[src/rtl/mem_arb_pkg.sv]
// mem_arb_pkg: shared types and default widths for the memory arbiter
package mem_arb_pkg;
   localparam int ADDR_W_DEF = 30;
   localparam int DATA_W_DEF = 32;
   localparam int CNT_W_DEF  = 16;
   typedef enum logic [1:0] {IDLE, RESP_IF, RESP_D} state_t;
   typedef enum logic {REQ_IF, REQ_D} req_id_t;
endpackage

[src/rtl/sat_counter.sv]
// sat_counter: up-counter that holds at all-ones instead of wrapping
module sat_counter #(
   parameter int WIDTH = 16
) (
   input  logic             clk,
   input  logic             rst_n,
   input  logic             inc,
   output logic [WIDTH-1:0] count
);
   always_ff @(posedge clk or negedge rst_n)
      if (!rst_n) count <= '0;
      else if (inc && count != '1) count <= count + 1'b1;
endmodule

[src/rtl/mem_arbiter.sv]
// mem_arbiter: round-robin arbiter sharing one synchronous memory port between fetch and load/store
module mem_arbiter import mem_arb_pkg::*; #(
   parameter int ADDR_W = ADDR_W_DEF,
   parameter int DATA_W = DATA_W_DEF,
   parameter int CNT_W  = CNT_W_DEF
) (
   input  logic              clk,
   input  logic              rst_n,
   input  logic              if_req,
   input  logic [ADDR_W-1:0] if_addr,
   output logic              if_gnt,
   output logic              if_rvalid,
   output logic [DATA_W-1:0] if_rdata,
   input  logic              d_req,
   input  logic              d_we,
   input  logic [ADDR_W-1:0] d_addr,
   input  logic [DATA_W-1:0] d_wdata,
   output logic              d_gnt,
   output logic              d_rvalid,
   output logic [DATA_W-1:0] d_rdata,
   output logic [ADDR_W-1:0] mem_addr,
   output logic              mem_wr_en,
   output logic [DATA_W-1:0] mem_data_in,
   input  logic [DATA_W-1:0] mem_data_out,
   output logic              busy,
   output logic [CNT_W-1:0]  if_gnt_cnt,
   output logic [CNT_W-1:0]  d_gnt_cnt
);
   state_t  state;
   logic    rr_ptr;
   logic    gnt_any;
   req_id_t winner;
   // grants are gated by rst_n so an asserted reset silences them immediately
   always_comb begin
      gnt_any     = rst_n && state == IDLE && (if_req || d_req);
      winner      = (if_req && (!d_req || rr_ptr)) ? REQ_IF : REQ_D;
      if_gnt      = gnt_any && winner == REQ_IF;
      d_gnt       = gnt_any && winner == REQ_D;
      mem_addr    = if_gnt ? if_addr : d_gnt ? d_addr : '0;
      mem_wr_en   = d_gnt && d_we;
      mem_data_in = d_gnt ? d_wdata : '0;
      if_rvalid   = state == RESP_IF;
      d_rvalid    = state == RESP_D;
      if_rdata    = if_rvalid ? mem_data_out : '0;
      d_rdata     = d_rvalid ? mem_data_out : '0;
      busy        = state != IDLE || gnt_any;
   end
   always_ff @(posedge clk or negedge rst_n)
      if (!rst_n) begin
         state  <= IDLE;
         rr_ptr <= 1'b0;
      end else begin
         if (gnt_any && if_req && d_req) rr_ptr <= ~rr_ptr;
         state <= if_gnt ? RESP_IF : (d_gnt && !d_we) ? RESP_D : IDLE;
      end
   sat_counter #(.WIDTH(CNT_W)) u_if_cnt (.clk(clk), .rst_n(rst_n), .inc(if_gnt), .count(if_gnt_cnt));
   sat_counter #(.WIDTH(CNT_W)) u_d_cnt  (.clk(clk), .rst_n(rst_n), .inc(d_gnt),  .count(d_gnt_cnt));
endmodule

[config.mk]
export PLATFORM = sky130hd
export DESIGN_NAME = mem_arbiter
export DESIGN_NICKNAME = d
export VERILOG_FILES = /design/src/rtl/mem_arb_pkg.sv /design/src/rtl/sat_counter.sv /design/src/rtl/mem_arbiter.sv
export SDC_FILE = /design/constraint.sdc
export NUM_CORES = 1
export LEC_CHECK = 0
export BUFFER_PORTS_ARGS = -buffer_cell sky130_fd_sc_hd__clkbuf_2
export CORE_AREA = 2 2 113 115
export CTS_CLUSTER_SIZE = 16
export DETAILED_ROUTE_END_ITERATION = 8
export DIE_AREA = 0 0 115 117
export PLACE_DENSITY = 0.64
export SLEW_MARGIN = 20
export SYNTH_ARGS = -nofsm -noshare
export SYNTH_HDL_FRONTEND = slang
export SYNTH_SLANG_ARGS = --single-unit
[constraint.sdc]
create_clock -name clk -period 2.3 [get_ports clk]
set_clock_uncertainty 0.2 [all_clocks]
set_input_delay 0.46 -clock clk [delete_from_list [all_inputs] [get_ports clk]]
set_output_delay 0.46 -clock clk [all_outputs]
set_load 0.02 [all_outputs]
==> reports/qor.txt, run 1 <==
most numerous cell in the Yosys netlist - and2_1
initial DRC count - 92
Buffers on Ports - 292
register area - 876 um2
ys flop type - dfrtp_1
Post-Syn Area - 0.00266 mm2
post-layout total power - 2.98 mW
die area - 0.0135 mm2
synth unique cells - 43
reg2reg path depth - 9
antenna violations before repair - 0
CP startpoint kind - flip-flop
min Tclk post-route - 2350 ps
First-pass DRT Iterations - 4
clock sink total - 35
clock latency on the worst-skew pair - 270 ps
slew margin rel. - 71.2%
reg-to-reg startpoint - state[0]
Area growth syn-to-layout - 102%
Power Density - 554 mW/mm2
final setup margin - -47.9 ps
met1 wire length - 4.58 mm
drt drc - 0
first-pass GRT wire length - 14.5 mm
n_diodes - 0
routability cong. - 0.853
HPWL after DPL - 8.03 mm
Leak - 2.87 nW
met3 WL - 855 um
setup repair after global routing missed its margin - yes
Hold Path Class - input port to async pin
post-synth top area share - 32.9%
core area - 0.0123 mm2
Total Routing Usage GR - 13.4%
vias in the first global route - 2977
# fillers - 1194
Yosys warnings - 0
largest cells by area after synthesis - dfrtp_1, and2_1, a22o_1, xnor2_1, nand2_1
WP data required - 1640 ps
Reg2Reg Setup Slack - 110 ps
RR Endpoint - u_d_cnt.count[10]
Vias - 3386
largest net degree at the start of global routing - 34
Num CTS Buffers - 5
Post-Place Worst Slack - 63.4 ps
Avg Inst Size Synth - 8.75 um2
CTS tree - built
ys async rst share - 100%
CTS Hold Bufs - 0
outcome - complete, but fails checks
nets@finish - 746
critical path class - flip-flop to output port
Post-Route WL - 11.4 mm
crit-path max FO - 9
EDFF count, synth - 0
top cells by count, synth - and2_1, dfrtp_1, a22o_1
Cells after Synth - 304
grt total ovfl - 0
CP arrival - 1690 ps
combined area of the multi-input logic cells - 0.00178 mm2
Max Slew Vio Count - 0
register area share after synthesis - 32.9%
# IOs - 293
layout cells sized above 1 - 59.9%
Worst Tran Pin Value - 429 ps
DR WL/cell - 14.8 um
violated checks - setup timing
highest routed layer - met4
site row count - 41
leading area contributor after synthesis - dfrtp_1
max-cap violations - 0
Reg clk slew, reported paths - 50 ps
Finish-stage setup viols - 35
Vias/cell - 4.42
CP endpoint kind - output port
die width - 115 um
clock buffer depth - 2
Max VDD drop - 338 uV
Post-DRT Antenna Nets - 0
flops & latches, synth - 35
fin crit share - 102%
Final Hold Vio Count - 0
post-synth net total - 435
Root Buffer - clkbuf_16
fmax - 426 MHz
H-tree depth - 2
Starting Density - 21.6%
wire length on met2 - 5.91 mm
die height - 117 um
-- through the flow --
step | utilization, % | hold slack, ps | cells | TNS, ps | instance area [um2]
6_report | 43.6 | 10.7 | 766 | -637 | 5370
5_1_grt | 43.6 | 32.8 | 766 | -4280 | 5370
4_1_cts | 40.3 | 1.14 | 755 | -2430 | 4970
3_5_place_dp | 35.3 | 286 | 740 | 0 | 4340
3_3_place_gp | 35.3 | 284 | 740 | 0 | 4340
2_1_floorplan | - | -35.6 | 304 | 0 | 2660
-- worst max path at each step --
stage	slack [ps]	endpoint	start	cells past startpoint
final	-50	mem_addr[17]	state[0]	6
after detailed placement	60	mem_addr[27]	d_req	7
after floorplan	100	mem_data_in[10]	state[0]	6
after CTS	-70	mem_addr[1]	state[1]	6
after global placement	90	mem_addr[5]	d_req	7
after global routing	-110	mem_addr[17]	state[0]	6
-- state kept, by name (all words and copies together), names as in the netlist --
register / count
u_d_cnt.count: 16
u_if_cnt.count: 16
state: 2
rr_ptr: 1
-- kinds of logic (layout without fill, tap and decap cells) --
kind of cell,Yosys count,after routing,synth area share [%]
buf+inv,21,333,3.29
simple gates,177,177,40.4
compound gates,41,41,13.0
xor+xnor,26,26,8.56
mux,2,2,0.847
fa+ha+maj,2,2,0.941
flops,35,35,32.9
-- cells in the final DEF (no fill, tap or decap), types with 2 or more instances in the layout --
| cell type | count |
|---|---|
| clkbuf_2 | 229 |
| and2_1 | 73 |
| dfrtp_1 | 35 |
| a22o_1 | 30 |
| buf_6 | 26 |
| and2_4 | 25 |
| clkbuf_8 | 25 |
| nand2_1 | 21 |
| xnor2_1 | 17 |
| buf_8 | 15 |
| buf_4 | 15 |
| nand3_1 | 12 |
| nor2_1 | 10 |
| clkbuf_16 | 10 |
| xor2_1 | 9 |
| nand4_1 | 6 |
| buf_12 | 6 |
| nor3_1 | 5 |
| a21oi_1 | 5 |
| and3_1 | 4 |
| nor2b_1 | 3 |
| inv_1 | 3 |
| clkinv_2 | 3 |
| nand3_2 | 2 |
| nor3b_1 | 2 |
| ha_1 | 2 |
-- layout make-up --
| type | instances | area share, % |
|---|---|---|
| clock buffers | 5 | 2.33 |
| inverters | 4 | 0.326 |
| well taps | 150 | 3.50 |
| repair buffers | 321 | 44.1 |
| multi-input cells | 248 | 33.2 |
| flip-flops and latches | 35 | 16.3 |
| clock inverters | 3 | 0.280 |
-- power by group --
part | switching [mW] | leakage, nW | internal (mW)
Sequential | 0.115 | 0.466 | 0.710
Combinational | 0.768 | 2.34 | 0.743
Clock | 0.245 | 0.0733 | 0.395
-- critical path, stage by stage, from the launching register on --
cell       delay, ps
dfrtp_1          410
nor2_4           140
and4_4           230
buf_12           160
clkbuf_16        160
a22o_1           170
buf_6            130
-- what timing repair did --
item,4_1_cts,5_1_grt
resized for setup,87,114
setup endpoints to repair,64,127
buffers inserted,5,6
hold endpoints to repair,0,0
gates cloned,2,7
pin swaps,14,3
-- metal layers --
metal | global-route usage (%) | up-vias
met5 | 0 | -
met4 | 1.93 | 0
met3 | 2.63 | 2
met2 | 23.2 | 176
met1 | 17.9 | 1538
li1 | - | 1670
(Power assumes the default switching activity.)
==> run 2: changes to the inputs <==
==> constraint.sdc (replaced) <==
create_clock -name clk -period 2.2 [get_ports clk]
set_clock_uncertainty 0.2 [all_clocks]
set_input_delay 0.44 -clock clk [delete_from_list [all_inputs] [get_ports clk]]
set_output_delay 0.44 -clock clk [all_outputs]
set_load 0.02 [all_outputs]
==> reports/qor.txt, run 2 (synthesis gave the netlist of run 1 again) <==
# IOs - 293
first-pass GRT wire length - 14.7 mm
antenna violations before repair - 0
CP endpoint kind - output port
die width - 115 um
Vias/cell - 4.40
CTS Hold Bufs - 0
initial DRC count - 129
Total Routing Usage GR - 13.8%
max-cap violations - 0
die area - 0.0135 mm2
Power Density - 605 mW/mm2
outcome - complete, but fails checks
Worst Tran Pin Value - 441 ps
vias in the first global route - 2955
combined area of the multi-input logic cells - 0.00179 mm2
Finish-stage setup viols - 63
Post-DRT Antenna Nets - 0
slew margin rel. - 70.4%
First-pass DRT Iterations - 4
Reg clk slew, reported paths - 60 ps
die height - 117 um
fmax - 426 MHz
WHS - 3.02 ps
Starting Density - 21.6%
layout cells sized above 1 - 59.7%
violated checks - setup timing
most frequent cells in the layout - clkbuf_2, and2_1, dfrtp_1, a22o_1, clkbuf_8
reg-to-reg startpoint - u_if_cnt.count[1]
Post-Place Cell Area - 0.00438 mm2
CTS tree - built
Num CTS Buffers - 5
HPWL after DPL - 7.76 mm
commonest non-fill, non-tap cell in the layout - clkbuf_2
register area - 876 um2
Reg2Reg Setup Slack - 140 ps
n_diodes - 0
setup repair after global routing missed its margin - yes
critical path class - flip-flop to output port
fin crit share - 107%
WP data required - 1560 ps
WP buf/inv - 3
largest net degree at the start of global routing - 34
Post-Route WL - 11.3 mm
Vias - 3361
DR WL/cell - 14.8 um
Leak - 2.93 nW
crit-path max FO - 6
H-tree depth - 2
grt total ovfl - 0
Area growth syn-to-layout - 108%
CP delay by family, top - simple AND/OR/NAND/NOR gates
CP peak stage delay - 420 ps
Largest regs - u_d_cnt.count x16, u_if_cnt.count x16, state x2
drt drc - 0
site row count - 41
Design Area, Final - 0.00553 mm2
CP max-delay cell - dfrtp_1
RR Endpoint - u_if_cnt.count[1]
final setup margin - -146 ps
CP arrival - 1710 ps
reg2reg path depth - 6
Max Slew Vio Count - 0
Buffers on Ports - 292
clock sink total - 35
nets@finish - 743
routability cong. - 0.845
CP startpoint kind - flip-flop
CP cell instances - nor2_4, and4_4, buf_12, clkbuf_16, a22o_1, clkbuf_8
# fillers - 1182
clock latency on the worst-skew pair - 280 ps
Root Buffer - clkbuf_16
Final Hold Vio Count - 0
min Tclk post-route - 2350 ps
Max VDD drop - 438 uV
clock buffer depth - 2
core area - 0.0123 mm2
Hold Path Class - input port to async pin
[run 2: cell count changes in the layout (fill, tap and decap cells not counted), sizes merged]
cell,change
bufinv,+1
inv,-1
clkbuf,-26
buf,+24
clkinv,-1
[run 2: worst register-to-register path: cells and delay by family (launching register included)]
kind	cells	cell delay [ps]
fa+ha+maj	1	190
flops	1	360
mux	1	320
simple gates	4	870
[run 2: layout make-up]
type                    instances  area share, %
flip-flops and latches         35           15.8
repair buffers                318           44.9
clock inverters                 2          0.633
inverters                       4          0.362
well taps                     150           3.39
clock buffers                   6           2.51
multi-input cells             248           32.4
[run 2: where the power goes]
group	switching [mW]	internal [mW]	total [mW]
registers	0.126	0.742	0.867
logic	0.815	0.833	1.65
clock network	0.268	0.563	0.832
[run 2: per-stage QoR]
| stage | worst slack, ps | setup TNS (ps) | instances | utilization [%] | power (mW) |
|---|---|---|---|---|---|
| 3_5_place_dp | 45.5 | 0 | 741 | 35.5 | 2.11 |
| 6_report | -146 | -5920 | 763 | 44.9 | 3.35 |
| 5_1_grt | -224 | -11280 | 763 | 44.9 | 3.55 |
| 3_3_place_gp | 65.8 | 0 | 741 | 35.5 | 2.11 |
| 2_1_floorplan | 21.8 | 0 | 304 | - | 1.57 |
| 4_1_cts | -136 | -6200 | 755 | 41.9 | 3.20 |
[run 2: worst max path at each step]
stage	depth (start not counted)	slack, ps	from	to
after floorplan	6	20	state[0]	mem_data_in[10]
after global placement	7	70	d_req	mem_addr[3]
after detailed placement	7	50	d_req	mem_addr[3]
after CTS	5	-140	state[1]	mem_addr[3]
after global routing	6	-220	state[1]	mem_addr[2]
final	6	-150	state[0]	mem_addr[2]
[run 2: routing by layer]
layer / vias to the layer above / wire length (um) / GRT usage (%)
met4: 0 / 71 / 2.41
met3: 6 / 781 / 2.83
met1: 1524 / 4670 / 18.0
met5: - / 0 / 0
met2: 170 / 5810 / 24.0
li1: 1661 / - / -
[run 2: repair_timing]
| item | 4_1_cts | 5_1_grt |
|---|---|---|
| endpoints found under the setup margin | 63 | 102 |
| pin swaps | 2 | 24 |
| resized for setup | 117 | 130 |
| cloned | 3 | 6 |
| buffers inserted | 3 | 2 |
